--- src/rtl/sdio_pkg.sv ---
// rtl/sdio_pkg.sv - shared types and constants for the sdio channel mux
package sdio_pkg;

    localparam int CHW = 3;
    localparam logic [7:0] SDCLK_IDLE = 8'h00;

    typedef enum logic [1:0] {
        ST_ACTIVE = 2'd0,
        ST_DRAIN  = 2'd1,
        ST_GUARD  = 2'd2
    } state_t;

    typedef logic [CHW-1:0] ch_t;

endpackage

--- src/rtl/sdio_chmux_if.sv ---
// rtl/sdio_chmux_if.sv - core-side select handshake and PHY bus of the channel mux
interface sdio_chmux_if;
    import sdio_pkg::*;

    logic           i_sel_valid;
    logic [CHW-1:0] i_sel_ch;
    logic           o_sel_ready;
    logic           o_sel_err;
    logic [CHW-1:0] o_cur_ch;

    logic [7:0]     i_sdclk;
    logic           i_cmd_en;
    logic           i_data_en;
    logic           i_rx_en;
    logic           i_pp_cmd;
    logic           i_pp_data;
    logic [1:0]     i_cmd_data;
    logic [31:0]    i_tx_data;

    logic [1:0]     o_cmd_strb;
    logic [1:0]     o_cmd_data;
    logic [1:0]     o_rx_strb;
    logic [15:0]    o_rx_data;
    logic           o_card_busy;

    modport master (
        output i_sel_valid, i_sel_ch, i_sdclk, i_cmd_en, i_data_en, i_rx_en,
               i_pp_cmd, i_pp_data, i_cmd_data, i_tx_data,
        input  o_sel_ready, o_sel_err, o_cur_ch, o_cmd_strb, o_cmd_data,
               o_rx_strb, o_rx_data, o_card_busy
    );

    modport slave (
        input  i_sel_valid, i_sel_ch, i_sdclk, i_cmd_en, i_data_en, i_rx_en,
               i_pp_cmd, i_pp_data, i_cmd_data, i_tx_data,
        output o_sel_ready, o_sel_err, o_cur_ch, o_cmd_strb, o_cmd_data,
               o_rx_strb, o_rx_data, o_card_busy
    );

endinterface

--- src/rtl/sdio_cdetect.sv ---
// rtl/sdio_cdetect.sv - card-detect synchroniser and debounce for one channel
module sdio_cdetect
#(
    parameter int LGDEBOUNCE = 16
)
(
    input  logic i_clk,
    input  logic i_reset,
    input  logic i_raw,
    output logic o_present,
    output logic o_change
);

    logic                  sync1_q, sync1_d;
    logic                  sync2_q, sync2_d;
    logic                  present_q, present_d;
    logic [LGDEBOUNCE-1:0] cnt_q, cnt_d;

    // Any disagreement restarts the stability window; a full window commits.
    always_comb begin
        sync1_d   = i_raw;
        sync2_d   = sync1_q;
        present_d = present_q;
        cnt_d     = '0;
        o_change  = 1'b0;
        if (sync2_q != present_q) begin
            if (&cnt_q) begin
                present_d = sync2_q;
                o_change  = 1'b1;
            end else begin
                cnt_d = cnt_q + LGDEBOUNCE'(1);
            end
        end
    end

    always_ff @(posedge i_clk) begin
        if (i_reset) begin
            sync1_q   <= 1'b0;
            sync2_q   <= 1'b0;
            present_q <= 1'b0;
            cnt_q     <= '0;
        end else begin
            sync1_q   <= sync1_d;
            sync2_q   <= sync2_d;
            present_q <= present_d;
            cnt_q     <= cnt_d;
        end
    end

    assign o_present = present_q;

endmodule

--- src/rtl/sdio_chmux.sv ---
// rtl/sdio_chmux.sv - PHY-side switch connecting one sdio core to NUMCH front ends
module sdio_chmux
    import sdio_pkg::*;
#(
    parameter int NUMCH      = 2,
    parameter int NUMIO      = 4,
    parameter int GUARD      = 8,
    parameter int LGDEBOUNCE = 16
)
(
    input  logic                  i_clk,
    input  logic                  i_reset,
    sdio_chmux_if.slave           bus,

    output logic [8*NUMCH-1:0]    o_ch_sdclk,
    output logic [NUMCH-1:0]      o_ch_cmd_en,
    output logic [NUMCH-1:0]      o_ch_data_en,
    output logic [NUMCH-1:0]      o_ch_rx_en,
    output logic                  o_ch_pp_cmd,
    output logic                  o_ch_pp_data,
    output logic [1:0]            o_ch_cmd_data,
    output logic [31:0]           o_ch_tx_data,

    input  logic [2*NUMCH-1:0]    i_ch_cmd_strb,
    input  logic [2*NUMCH-1:0]    i_ch_cmd_data,
    input  logic [2*NUMCH-1:0]    i_ch_rx_strb,
    input  logic [16*NUMCH-1:0]   i_ch_rx_data,
    input  logic [NUMCH-1:0]      i_ch_busy,

    input  logic [NUMCH-1:0]      i_card_detect,
    output logic [NUMCH-1:0]      o_card_present,
    output logic                  o_int
);

    localparam int GW = (GUARD > 1) ? $clog2(GUARD) : 1;

    if (NUMCH < 1 || NUMCH > 8) begin : g_bad_numch
        $error("sdio_chmux: NUMCH must be 1..8");
    end
    if (GUARD < 1) begin : g_bad_guard
        $error("sdio_chmux: GUARD must be at least 1");
    end
    if (NUMIO != 1 && NUMIO != 4 && NUMIO != 8) begin : g_bad_numio
        $error("sdio_chmux: NUMIO must be 1, 4 or 8");
    end

    state_t         state_q, state_d;
    ch_t            cur_ch_q, cur_ch_d;
    ch_t            next_ch_q, next_ch_d;
    logic [GW-1:0]  gcnt_q, gcnt_d;
    logic           sel_ready_q, sel_ready_d;
    logic           sel_err_q, sel_err_d;
    logic           int_q, int_d;

    logic           ch_busy_cur;
    logic           bus_idle;
    logic           link_live;
    logic [1:0]     cmd_strb_mux, cmd_data_mux, rx_strb_mux;
    logic [15:0]    rx_data_mux;
    logic [NUMCH-1:0] present;
    logic [NUMCH-1:0] change;

    // Return path is a pure mux on the registered channel: no added latency.
    always_comb begin
        cmd_strb_mux = '0;
        cmd_data_mux = '0;
        rx_strb_mux  = '0;
        rx_data_mux  = '0;
        ch_busy_cur  = 1'b0;
        for (int ch = 0; ch < NUMCH; ch++) begin
            if (cur_ch_q == CHW'(ch)) begin
                cmd_strb_mux = i_ch_cmd_strb[2*ch +: 2];
                cmd_data_mux = i_ch_cmd_data[2*ch +: 2];
                rx_strb_mux  = i_ch_rx_strb[2*ch +: 2];
                rx_data_mux  = i_ch_rx_data[16*ch +: 16];
                ch_busy_cur  = i_ch_busy[ch];
            end
        end
    end

    assign link_live = (state_q != ST_GUARD);

    always_comb begin
        o_ch_sdclk   = '0;
        o_ch_cmd_en  = '0;
        o_ch_data_en = '0;
        o_ch_rx_en   = '0;
        for (int ch = 0; ch < NUMCH; ch++) begin
            o_ch_sdclk[8*ch +: 8] = SDCLK_IDLE;
            if (link_live && cur_ch_q == CHW'(ch)) begin
                o_ch_sdclk[8*ch +: 8] = bus.i_sdclk;
                o_ch_cmd_en[ch]       = bus.i_cmd_en;
                o_ch_data_en[ch]      = bus.i_data_en;
                o_ch_rx_en[ch]        = bus.i_rx_en;
            end
        end
    end

    assign bus_idle = !bus.i_cmd_en && !bus.i_data_en && !bus.i_rx_en && !ch_busy_cur;

    always_comb begin
        state_d   = state_q;
        cur_ch_d  = cur_ch_q;
        next_ch_d = next_ch_q;
        gcnt_d    = gcnt_q;
        sel_err_d = 1'b0;
        case (state_q)
            ST_ACTIVE: begin
                if (bus.i_sel_valid && sel_ready_q) begin
                    if (32'(bus.i_sel_ch) >= NUMCH) begin
                        sel_err_d = 1'b1;
                    end else if (bus.i_sel_ch != cur_ch_q) begin
                        next_ch_d = bus.i_sel_ch;
                        state_d   = ST_DRAIN;
                    end
                end
            end
            ST_DRAIN: begin
                if (bus_idle) begin
                    state_d = ST_GUARD;
                    gcnt_d  = GW'(GUARD - 1);
                end
            end
            ST_GUARD: begin
                if (gcnt_q == '0) begin
                    cur_ch_d = next_ch_q;
                    state_d  = ST_ACTIVE;
                end else begin
                    gcnt_d = gcnt_q - GW'(1);
                end
            end
            default: state_d = ST_ACTIVE;
        endcase
        sel_ready_d = (state_d == ST_ACTIVE);
        int_d       = |change;
    end

    always_ff @(posedge i_clk) begin
        if (i_reset) begin
            state_q     <= ST_ACTIVE;
            cur_ch_q    <= '0;
            next_ch_q   <= '0;
            gcnt_q      <= '0;
            sel_ready_q <= 1'b1;
            sel_err_q   <= 1'b0;
            int_q       <= 1'b0;
        end else begin
            state_q     <= state_d;
            cur_ch_q    <= cur_ch_d;
            next_ch_q   <= next_ch_d;
            gcnt_q      <= gcnt_d;
            sel_ready_q <= sel_ready_d;
            sel_err_q   <= sel_err_d;
            int_q       <= int_d;
        end
    end

    for (genvar ch = 0; ch < NUMCH; ch++) begin : g_cdet
        sdio_cdetect #(
            .LGDEBOUNCE (LGDEBOUNCE)
        ) u_cdet (
            .i_clk     (i_clk),
            .i_reset   (i_reset),
            .i_raw     (i_card_detect[ch]),
            .o_present (present[ch]),
            .o_change  (change[ch])
        );
    end

    assign o_card_present  = present;
    assign o_int           = int_q;

    assign o_ch_pp_cmd     = bus.i_pp_cmd;
    assign o_ch_pp_data    = bus.i_pp_data;
    assign o_ch_cmd_data   = bus.i_cmd_data;
    assign o_ch_tx_data    = bus.i_tx_data;

    assign bus.o_sel_ready = sel_ready_q;
    assign bus.o_sel_err   = sel_err_q;
    assign bus.o_cur_ch    = cur_ch_q;
    assign bus.o_cmd_strb  = cmd_strb_mux;
    assign bus.o_cmd_data  = cmd_data_mux;
    assign bus.o_rx_strb   = rx_strb_mux;
    assign bus.o_rx_data   = rx_data_mux;
    assign bus.o_card_busy = ch_busy_cur || (state_q != ST_ACTIVE);

endmodule

--- src/flat_wrapper.sv ---
// flat-port wrapper written by rule: the top's interface ports become plain ports
module sdio_chmux_flat import sdio_pkg::*;
#(
    parameter int NUMCH      = 2,
    parameter int NUMIO      = 4,
    parameter int GUARD      = 8,
    parameter int LGDEBOUNCE = 16
)
  (i_clk, i_reset, o_ch_sdclk, o_ch_cmd_en, o_ch_data_en, o_ch_rx_en, o_ch_pp_cmd, o_ch_pp_data, o_ch_cmd_data, o_ch_tx_data, i_ch_cmd_strb, i_ch_cmd_data, i_ch_rx_strb, i_ch_rx_data, i_ch_busy, i_card_detect, o_card_present, o_int, bus_i_sel_valid, bus_i_sel_ch, bus_i_sdclk, bus_i_cmd_en, bus_i_data_en, bus_i_rx_en, bus_i_pp_cmd, bus_i_pp_data, bus_i_cmd_data, bus_i_tx_data, bus_o_sel_ready, bus_o_sel_err, bus_o_cur_ch, bus_o_cmd_strb, bus_o_cmd_data, bus_o_rx_strb, bus_o_rx_data, bus_o_card_busy);
  sdio_chmux_if bus_i ();
  input  logic i_clk;
  input  logic i_reset;
  output logic [8*NUMCH-1:0] o_ch_sdclk;
  output logic [NUMCH-1:0] o_ch_cmd_en;
  output logic [NUMCH-1:0] o_ch_data_en;
  output logic [NUMCH-1:0] o_ch_rx_en;
  output logic o_ch_pp_cmd;
  output logic o_ch_pp_data;
  output logic [1:0] o_ch_cmd_data;
  output logic [31:0] o_ch_tx_data;
  input  logic [2*NUMCH-1:0] i_ch_cmd_strb;
  input  logic [2*NUMCH-1:0] i_ch_cmd_data;
  input  logic [2*NUMCH-1:0] i_ch_rx_strb;
  input  logic [16*NUMCH-1:0] i_ch_rx_data;
  input  logic [NUMCH-1:0] i_ch_busy;
  input  logic [NUMCH-1:0] i_card_detect;
  output logic [NUMCH-1:0] o_card_present;
  output logic o_int;
  input wire logic [$bits(bus_i.i_sel_valid)-1:0] bus_i_sel_valid;
  input wire logic [$bits(bus_i.i_sel_ch)-1:0] bus_i_sel_ch;
  input wire logic [$bits(bus_i.i_sdclk)-1:0] bus_i_sdclk;
  input wire logic [$bits(bus_i.i_cmd_en)-1:0] bus_i_cmd_en;
  input wire logic [$bits(bus_i.i_data_en)-1:0] bus_i_data_en;
  input wire logic [$bits(bus_i.i_rx_en)-1:0] bus_i_rx_en;
  input wire logic [$bits(bus_i.i_pp_cmd)-1:0] bus_i_pp_cmd;
  input wire logic [$bits(bus_i.i_pp_data)-1:0] bus_i_pp_data;
  input wire logic [$bits(bus_i.i_cmd_data)-1:0] bus_i_cmd_data;
  input wire logic [$bits(bus_i.i_tx_data)-1:0] bus_i_tx_data;
  output wire logic [$bits(bus_i.o_sel_ready)-1:0] bus_o_sel_ready;
  output wire logic [$bits(bus_i.o_sel_err)-1:0] bus_o_sel_err;
  output wire logic [$bits(bus_i.o_cur_ch)-1:0] bus_o_cur_ch;
  output wire logic [$bits(bus_i.o_cmd_strb)-1:0] bus_o_cmd_strb;
  output wire logic [$bits(bus_i.o_cmd_data)-1:0] bus_o_cmd_data;
  output wire logic [$bits(bus_i.o_rx_strb)-1:0] bus_o_rx_strb;
  output wire logic [$bits(bus_i.o_rx_data)-1:0] bus_o_rx_data;
  output wire logic [$bits(bus_i.o_card_busy)-1:0] bus_o_card_busy;
  assign bus_i.i_sel_valid = bus_i_sel_valid;
  assign bus_i.i_sel_ch = bus_i_sel_ch;
  assign bus_i.i_sdclk = bus_i_sdclk;
  assign bus_i.i_cmd_en = bus_i_cmd_en;
  assign bus_i.i_data_en = bus_i_data_en;
  assign bus_i.i_rx_en = bus_i_rx_en;
  assign bus_i.i_pp_cmd = bus_i_pp_cmd;
  assign bus_i.i_pp_data = bus_i_pp_data;
  assign bus_i.i_cmd_data = bus_i_cmd_data;
  assign bus_i.i_tx_data = bus_i_tx_data;
  assign bus_o_sel_ready = bus_i.o_sel_ready;
  assign bus_o_sel_err = bus_i.o_sel_err;
  assign bus_o_cur_ch = bus_i.o_cur_ch;
  assign bus_o_cmd_strb = bus_i.o_cmd_strb;
  assign bus_o_cmd_data = bus_i.o_cmd_data;
  assign bus_o_rx_strb = bus_i.o_rx_strb;
  assign bus_o_rx_data = bus_i.o_rx_data;
  assign bus_o_card_busy = bus_i.o_card_busy;
  sdio_chmux #(.NUMCH(NUMCH), .NUMIO(NUMIO), .GUARD(GUARD), .LGDEBOUNCE(LGDEBOUNCE)) u_core (.i_clk(i_clk), .i_reset(i_reset), .bus(bus_i), .o_ch_sdclk(o_ch_sdclk), .o_ch_cmd_en(o_ch_cmd_en), .o_ch_data_en(o_ch_data_en), .o_ch_rx_en(o_ch_rx_en), .o_ch_pp_cmd(o_ch_pp_cmd), .o_ch_pp_data(o_ch_pp_data), .o_ch_cmd_data(o_ch_cmd_data), .o_ch_tx_data(o_ch_tx_data), .i_ch_cmd_strb(i_ch_cmd_strb), .i_ch_cmd_data(i_ch_cmd_data), .i_ch_rx_strb(i_ch_rx_strb), .i_ch_rx_data(i_ch_rx_data), .i_ch_busy(i_ch_busy), .i_card_detect(i_card_detect), .o_card_present(o_card_present), .o_int(o_int));
endmodule
--- config.mk ---
export PLATFORM = sky130hd
export DESIGN_NAME = sdio_chmux_flat
export DESIGN_NICKNAME = d
export VERILOG_FILES = /design/src/rtl/sdio_pkg.sv /design/src/rtl/sdio_chmux_if.sv /design/src/rtl/sdio_cdetect.sv /design/src/rtl/sdio_chmux.sv /design/src/flat_wrapper.sv
export SDC_FILE = /design/constraint.sdc
export NUM_CORES = 1
export LEC_CHECK = 0
export BUFFER_PORTS_ARGS = -buffer_cell sky130_fd_sc_hd__buf_2
export CAP_MARGIN = 10
export CORE_ASPECT_RATIO = 1.5
export CORE_MARGIN = 4
export CORE_UTILIZATION = 43
export DETAILED_ROUTE_END_ITERATION = 12
export PLACE_DENSITY = 0.88
export SKIP_CTS_REPAIR_TIMING = 1
export SYNTH_ARGS = -nofsm -noshare
export SYNTH_HDL_FRONTEND = slang
export SYNTH_SLANG_ARGS = --single-unit
--- constraint.sdc ---
create_clock -name i_clk -period 2.3 [get_ports i_clk]
set_input_delay 0.345 -clock i_clk [delete_from_list [all_inputs] [get_ports i_clk]]
set_output_delay 0.345 -clock i_clk [all_outputs]
set_load 0.005 [all_outputs]
==> impl_metrics.json, run 1 <==
{
  "synthArstFlopShare_pct": 0,
  "syn-instance-count": 351,
  "drt_iter0_drc": 158,
  "layout_commonest_cell": "buf_2",
  "yosysWarnings": 0,
  "grt_pass1_vias": 2582,
  "vias": 2633,
  "required_ps": 1960,
  "cts_tree": "done",
  "slowest_delay_ps": 580,
  "core_um2": 6620,
  "avgSynthCellArea_um2": 8.51,
  "status": "complete, no violations",
  "hold_path.class": "in2reg",
  "detail-route-antenna-nets": 0,
  "vias_per_cell": 5.21,
  "dp_slack_ps": -16.6,
  "cp_max_fo": 11,
  "layout-drive-gt1-share_pct": 32.5,
  "cpMaxStageDelayCell": "nor3b_2",
  "ys_seq_elements": 52,
  "place_congestion": 0.863,
  "fin_crit_sh_pct": 99.1,
  "power_density_nw_per_um2": 463,
  "rsz0062_at_grt": "yes",
  "p_leak_nw": 1.43,
  "clock_latency_ps": 310,
  "cts_inserted_buffers": 5,
  "grt_use_total_pct": 17.7,
  "crit_path_start_kind": "flip-flop",
  "syn_nets": 456,
  "io_buffers": 117,
  "fillers": 598,
  "initial_core_util_pct": 45.1,
  "clockRootBuffer": "clkbuf_8",
  "worst_slack_ps": 20.9,
  "placed_cell_area_um2": 3330,
  "max_slew_margin_pct": 55.7,
  "synthToLayoutAreaGrowth_pct": 15.2,
  "routed_wl_mm": 7.59,
  "finalPower_mw": 1.59,
  "die_area_um2": 8370,
  "path_clk_slew_ps": 100,
  "cts_buffer_depth": 2,
  "critPathKind": "reg2out",
  "crit_chain": "or2_2 -> nor3b_2 -> and2_1 -> buf_2",
  "slew_violations": 0,
  "grt_overflow": 0,
  "setup_viol": 0,
  "cap_violations": 0,
  "final_cell_mix": "buf_2 (117), nor2_1 (57), dfxtp_1 (52)",
  "synth_ff_type": "dfxtp_1",
  "hpwl_mm": 6.28,
  "drc": 0,
  "period_needed_ps": 2280,
  "grt_max_degree": 22,
  "hold_ws_ps": 255,
  "rows": 36,
  "peakVddDrop_mv": 0.246,
  "die_h_um": 110,
  "arrival_ps": 1930,
  "die_w_um": 76.0,
  "worst_slew_pin_slew_ps": 661,
  "final_nets": 532,
  "synth_edf_count": 0,
  "antenna_found_initial": 5,
  "grt_first_pass_wirelength_mm": 11.8,
  "cts_htree_levels": 2,
  "fmax_mhz": 439,
  "wl_per_cell_um": 15.0,
  "yosysUniqueCellTypes": 39,
  "skew_ps": 11.1,
  "ys_seq_area_share_pct": 34.9,
  "syn_area_um2": 2990,
  "ios": 190,
  "clock_sinks": 52,
  "end_kind": "output port",
  "hold_viol": 0,
  "design_area_um2": 3440,
  "drtPass1Iterations": 4
}
-- report_power, final --
part	internal (mW)	switching [mW]
clock network	0.216	0.309
registers	0.907	0.00433
logic	0.0859	0.0701
total	1.21	0.384
-- cell families after synthesis --
family / count (synthesis) / synth area share, %
mux: 25 / 8.38
compound gates: 22 / 5.11
xor+xnor: 28 / 8.21
simple gates: 161 / 28.9
fa+ha+maj: 4 / 1.68
flops: 52 / 34.9
buf+inv: 59 / 12.9
-- critical path, delay by kind of cell (launching register included) --
family                 cells  cell delay, ps
buffers and inverters      1             110
flip-flops                 1             330
AND/OR/NAND/NOR            3            1170
-- cell usage after synthesis (2+ instances only) --
master     n  area (µm²)
buf_2      4        20.0
and4_1     5        43.8
clkbuf_1   7        26.3
nor4_1     3        18.8
nor3_1     5        25.0
a221oi_1   3        26.3
xor2_1    15         131
inv_1      8        30.0
o31ai_1    3        22.5
buf_4     38         285
buf_6      2        22.5
mux2i_1   25         250
nand3_1   16        80.1
nand2b_1   5        31.3
nor2b_1    9        56.3
and2_1    25         156
nand4_1   12        75.1
or3_1      2        12.5
nor2_1    57         214
a21oi_1    7        35.0
xnor2_1   13         114
or4_1      2        15.0
nand2_1   10        37.5
o21ai_0    3        15.0
dfxtp_1   52        1040
ha_1       4        50.1
nor3b_1    2        15.0
or2_2      3        18.8
-- state kept, by name, summed over array words and instances (netlist names) --
signal	flops
u_core.g_cdet.u_cdet.sync1_q	2
u_core.bus.o_sel_err	1
u_core.gcnt_q	3
u_core.o_int	1
u_core.g_cdet.u_cdet.cnt_q	32
u_core.bus.o_sel_ready	1
u_core.g_cdet.u_cdet.o_present	2
u_core.g_cdet.u_cdet.sync2_q	2
u_core.next_ch_q	3
u_core.state_q	2
u_core.bus.o_cur_ch	3
-- final timing paths --
kind	startpoint	slack [ps]	endpoint	cells past startpoint
hold reg to reg	u_core.g_cdet[0].u_cdet.sync1_q	440	u_core.g_cdet[0].u_cdet.sync2_q	1
setup / recovery	u_core.bus.o_cur_ch[1]	20	o_ch_sdclk[8]	4
hold / removal	i_card_detect[0]	260	u_core.g_cdet[0].u_cdet.sync1_q	2
setup reg to reg	u_core.g_cdet[1].u_cdet.cnt_q[0]	470	u_core.g_cdet[1].u_cdet.cnt_q[4]	5
-- routing by layer --
layer | wire length, µm | track usage (%)
met1 | 3000 | 19.2
met3 | 818 | 8.29
met5 | 60 | 0
met2 | 3480 | 29.0
met4 | 233 | 8.78
-- final cells by class --
type	instances	area, µm²	share of cell area, %
clock buffer	5	68.8	2.00
antenna	1	2.50	0.0728
timing repair buffer	120	608	17.7
tap	76	95.1	2.76
multi-input combinational	240	1570	45.7
inverter	8	30.0	0.873
clock inverter	3	23.8	0.691
sequential	52	1040	30.3
-- through the flow --
step	util [%]	TNS, ps	cells
2_1_floorplan	-	0	351
4_1_cts	51.8	-7080	504
3_5_place_dp	50.4	-87.4	496
5_1_grt	51.9	-1220	504
3_3_place_gp	50.4	0	496
6_report	51.9	0	505
Note: power is estimated with default switching activity, not from simulation.
==> run 2, diff against run 1 <==
- ABC_AREA: unset -> 1
- CORE_UTILIZATION: 43 -> 45
- PLACE_DENSITY: 0.88 -> 0.89
==> run 2 against run 1 <==
  * Via count grew 23%
  * Highest routed layer is now met4
  * Critical endpoint is now o_ch_sdclk[12]
  * Largest power group unchanged
  * Clock skew hardly changed
  * Critical path type unchanged
  * Synthesized cell count grew 41%
  * Largest cell class unchanged
  * Routed wire length up 9.2%
  * Register-to-register slack gained 130 ps
  * Clock power grew 19%
  * Non-clock buffer count increased by 2
  * First-iteration DRC count up 3.2%
  * Final cell count rose by 34%
==> impl_metrics.json, run 2 <==
{
  "status": "complete, no violations",
  "final_cell_mix": "buf_2 (117), inv_1 (86), nand2_1 (78)",
  "p_comb_share_pct": 11.0,
  "fin_crit_sh_pct": 85.7,
  "place_congestion": 0.986,
  "synth_area_leaders": "dfxtp_1 (32%), inv_1 (9.8%), nand2_1 (8.9%), buf_4 (8.6%), nand3_1 (7.0%)",
  "p_sw_share_pct": 23.2,
  "layout_commonest_cell": "buf_2",
  "grt_first_pass_wirelength_mm": 13.6,
  "max_slew_margin_pct": 71.4,
  "yosysWarnings": 0,
  "ys_seq_elements": 52,
  "finish.utilization_pct": 53.2,
  "rows": 38,
  "drtPass1Iterations": 4,
  "path_clk_slew_ps": 100,
  "wl_per_cell_um": 12.3,
  "slew_violations": 0,
  "finalSetupTns_ps": 0,
  "synthArstFlopShare_pct": 0,
  "regMostFlops": "u_core.g_cdet.u_cdet.cnt_q",
  "p_int_mw": 1.33,
  "skew_ps": 11.0,
  "peakVddDrop_mv": 0.232,
  "cap_violations": 0,
  "cp_max_fo": 11,
  "largest_reg_flops": 32,
  "die_area_um2": 8800,
  "hpwl_mm": 6.92,
  "p_clk_share_pct": 36.1,
  "setup_viol": 0,
  "cts_inserted_buffers": 5,
  "detail-route-antenna-nets": 0,
  "syn_nets": 600,
  "clock_sinks": 52,
  "hold_path_depth": 3,
  "required_ps": 1960,
  "synthToLayoutAreaGrowth_pct": 15.7,
  "clock_latency_ps": 300,
  "die_h_um": 113,
  "grt_pass1_vias": 3256,
  "final_nets": 680,
  "grt_max_degree": 23,
  "vias": 3247,
  "p_leak_nw": 1.93,
  "slowest_delay_ps": 520,
  "critPathKind": "reg2out",
  "layout-drive-gt1-share_pct": 29.9,
  "core_um2": 7180,
  "cpLargestDelayFamily": "simple AND/OR/NAND/NOR gates",
  "synth_edf_count": 0,
  "hold_path.class": "in2reg",
  "fmax_mhz": 508,
  "end_kind": "output port",
  "io_buffers": 117,
  "fillers": 653,
  "crit_buf_inv": 1,
  "cts_tree": "done",
  "path_depth": 3,
  "rsz0062_at_grt": "no",
  "netlist_top_cells_count": "inv_1 (86), nand2_1 (78), nor2_1 (59)",
  "crit_path_start_kind": "flip-flop",
  "grt_use_total_pct": 18.7,
  "drc": 0,
  "cts_htree_levels": 2,
  "clockRootBuffer": "clkbuf_8",
  "cpMaxStageDelayCell": "dfxtp_1",
  "reg2reg_depth": 7,
  "avgSynthCellArea_um2": 6.67,
  "crit_chain": "nand4_1 -> nor2_1 -> buf_2",
  "synth_ff_type": "dfxtp_1",
  "power_density_nw_per_um2": 452,
  "cts_buffer_depth": 2,
  "grt_overflow": 0,
  "drt_iter0_drc": 163,
  "ys_seq_area_share_pct": 31.5,
  "synth_largest_area_cell": "dfxtp_1",
  "pwr-share-seq_pct": 52.9,
  "hold_viol": 0,
  "vias_per_cell": 4.80,
  "die_w_um": 78.0,
  "antenna_found_initial": 0,
  "syn_area_um2": 3300,
  "yosysTopAreaCellShare_pct": 31.5,
  "worst_slew_pin_slew_ps": 427,
  "ios": 190,
  "syn-instance-count": 495,
  "period_needed_ps": 1970,
  "synth_most_common_cell": "inv_1",
  "arrival_ps": 1630,
  "diodes": 0,
  "initial_core_util_pct": 46.0,
  "routed_wl_mm": 8.29,
  "switching_power_mw": 0.401,
  "yosysUniqueCellTypes": 31
}
run 2: changes by cell type after synthesis, sizes merged, moves of 9 or more:
cell,change
inv,+80
nand2,+72
nand3,+31
nor2,+27
o21ai,+26
and2,-25
mux2i,-25
nor2b,-9
run 2: cell families after synthesis:
kind of cell,after synthesis,synth area share [%]
AO/OA/AOI/OAI,47,8.37
AND/OR/NAND/NOR,238,33.8
flip-flops,52,31.5
buffers and inverters,138,20.6
XOR/XNOR,16,4.24
adder cells (fa/ha/maj),4,1.52
run 2: worst reg2reg max path, cell delays in order, from the launching register on:
cell	delay [ps]
dfxtp_1	390
ha_1	190
nand2_1	90
nor2_2	170
nand2_4	110
o21ai_4	360
buf_4	240
a21oi_1	50
run 2: final timing paths:
check / endpoint / startpoint / slack [ps]
hold reg to reg: u_core.g_cdet[1].u_cdet.sync2_q / u_core.g_cdet[1].u_cdet.sync1_q / 410
setup reg to reg: u_core.g_cdet[1].u_cdet.cnt_q[14] / u_core.g_cdet[1].u_cdet.cnt_q[0] / 600
setup / recovery: o_ch_sdclk[12] / u_core.bus.o_cur_ch[0] / 330
hold / removal: u_core.g_cdet[1].u_cdet.sync1_q / i_card_detect[1] / 250
run 2: metal layers:
metal | track usage, % | up-vias | share of wire (%)
met2 | 34.7 | 130 | 52
met3 | 3.26 | 21 | 6.8
met4 | 9.57 | 0 | 2.7
met5 | 0 | - | 0
met1 | 20.1 | 1447 | 39
li1 | - | 1649 | -
run 2: power by group through the flow:
stage	Sequential [mW]	Clock, mW	Combinational [mW]
after floorplan	0.933	0	0.133
after global placement	0.934	0	0.189
after detailed placement	0.934	0	0.190
after CTS	0.914	0.639	0.191
after global routing	0.915	0.672	0.215
final	0.914	0.623	0.191
run 2: cell type report:
type,instances,area (µm²),share of cell area (%)
timing repair buffer,122,623,16.3
sequential,52,1040,27.2
clock buffer,5,68.8,1.80
inverter,89,334,8.74
clock inverter,3,42.5,1.11
tap,100,125,3.27
multi-input combinational,305,1590,41.5
run 2: stage by stage:
| stage | setup slack (ps) | cells | hold WS (ps) | total power [mW] | instance area, µm² |
|---|---|---|---|---|---|
| floorplan | 911 | 495 | 388 | 1.07 | 3300 |
| global placement | 612 | 668 | 391 | 1.12 | 3710 |
| detailed placement | 476 | 668 | 401 | 1.12 | 3710 |
| CTS | 129 | 676 | 242 | 1.74 | 3820 |
| global route | 168 | 676 | 262 | 1.80 | 3820 |
| finish | 330 | 676 | 248 | 1.73 | 3820 |
==> run 3, diff against run 2 <==
- CORE_UTILIZATION: 45 -> 30
- PLACE_DENSITY: 0.89 -> 0.65
- REMOVE_ABC_BUFFERS: unset -> 1
==> run 3 against run 2 <==
  * Combinational power barely moved
  * Global-route usage fell by 1.8 points
  * Register-to-register slack got worse by 40 ps
  * Utilization fell by 17 points
==> impl_metrics.json, run 3 (same netlist as run 2, synthesis figures left out) <==
{
  "end_kind": "output port",
  "cpLargestDelayFamily": "simple AND/OR/NAND/NOR gates",
  "finish.utilization_pct": 36.7,
  "placed_cell_area_um2": 3750,
  "slowest_delay_ps": 550,
  "cap_violations": 0,
  "slew_violations": 0,
  "hold_viol": 0,
  "initial_core_util_pct": 31.0,
  "die_w_um": 93.7,
  "place_congestion": 0.892,
  "max_slew_margin_pct": 60.0,
  "cts_htree_levels": 2,
  "peakVddDrop_mv": 0.243,
  "p_leak_nw": 1.95,
  "wl_per_cell_um": 14.5,
  "detail-route-antenna-nets": 0,
  "grt_use_met1_pct": 19.4,
  "vias_per_cell": 4.64,
  "crit_chain": "nand4_1 -> nor2_1 -> buf_2",
  "grt_use_total_pct": 16.9,
  "clock_latency_ps": 300,
  "rows": 46,
  "period_needed_ps": 2120,
  "busiest_layer": "met2",
  "routed_wl_mm": 10.4,
  "crit_buf_inv": 1,
  "layout_commonest_cell": "buf_2",
  "setup_viol": 0,
  "diodes": 0,
  "layout-drive-gt1-share_pct": 29.7,
  "final_cell_mix": "buf_2 (117), inv_1 (86), nand2_1 (78)",
  "grt.met3_usage_pct": 8.58,
  "fmax_mhz": 472,
  "crit_path_start_kind": "flip-flop",
  "rsz0062_at_grt": "no",
  "io_buffers": 117,
  "drtPass1Iterations": 4,
  "cts_inserted_buffers": 5,
  "final_nets": 679,
  "ios": 190,
  "finalSetupTns_ps": 0,
  "grtUsageMet2_pct": 27.5,
  "seq_area_um2": 1040,
  "instances_no_fill": 719,
  "status": "complete, no violations",
  "drc": 0,
  "synthToLayoutAreaGrowth_pct": 18.4,
  "power_density_nw_per_um2": 481,
  "grt_max_degree": 24,
  "antenna_found_initial": 1,
  "die_area_um2": 12800,
  "grt_overflow": 0,
  "vias": 3333,
  "cts_buffer_depth": 2,
  "required_ps": 1960,
  "fillers": 1116,
  "clock_sinks": 52,
  "hpwl_mm": 8.65,
  "place_inst": 711,
  "fin_crit_sh_pct": 92.2,
  "regMostFlops": "u_core.g_cdet.u_cdet.cnt_q",
  "grt_first_pass_wirelength_mm": 16.7,
  "critPathKind": "reg2out",
  "skew_ps": 10.5,
  "drt_iter0_drc": 103,
  "cpMaxStageDelayCell": "nand4_1",
  "die_h_um": 137,
  "clockRootBuffer": "clkbuf_16",
  "multiInputGateArea_um2": 1590,
  "worst_slew_pin_slew_ps": 599,
  "core_um2": 10600,
  "hold_path.class": "in2reg",
  "grt_pass1_vias": 3368,
  "cp_max_fo": 11,
  "path_clk_slew_ps": 80,
  "cts_tree": "done",
  "arrival_ps": 1780,
  "hold_ws_ps": 243,
  "largest_reg_flops": 32,
  "design_area_um2": 3910
}
[run 3: per-stage QoR]
stage,power (mW),setup slack [ps]
floorplan,1.01,692
global placement,1.13,539
detailed placement,1.13,451
CTS,1.91,114
global route,1.96,40.0
finish,1.88,179
[run 3: area by class of cell]
| class | instances | share of cell area (%) |
|---|---|---|
| Clock buffer | 5 | 3.20 |
| Multi-Input combinational cell | 305 | 40.6 |
| Sequential cell | 52 | 26.6 |
| Clock inverter | 3 | 0.672 |
| Timing Repair Buffer | 121 | 15.7 |
| Inverter | 89 | 8.54 |
| Tap cell | 144 | 4.61 |
[run 3: worst min-delay path: cells and delay by family]
family	cells	cell delay [ps]
buffers and inverters	2	110
AND/OR/NAND/NOR	1	60
[run 3: worst paths after layout]
kind                                     from                                to  slack [ps]  cells past startpoint
min                          i_card_detect[1]   u_core.g_cdet[1].u_cdet.sync1_q         240                      3
max                    u_core.bus.o_cur_ch[0]                    o_ch_sdclk[15]         180                      3
max reg2reg  u_core.g_cdet[1].u_cdet.cnt_q[0]  u_core.g_cdet[1].u_cdet.cnt_q[9]         560                      8
min reg2reg   u_core.g_cdet[0].u_cdet.sync1_q   u_core.g_cdet[0].u_cdet.sync2_q         410                      2
[run 3: power by group]
part	switching [mW]	internal [mW]
clock	0.364	0.412
sequential	0.00474	0.908
combinational	0.0972	0.0947
[run 3: routing by layer]
metal,vias to the layer above,wire length (µm)
met1,1480,4340
met4,4,121
li1,1648,-
met3,16,1260
met2,185,4620
met5,-,46
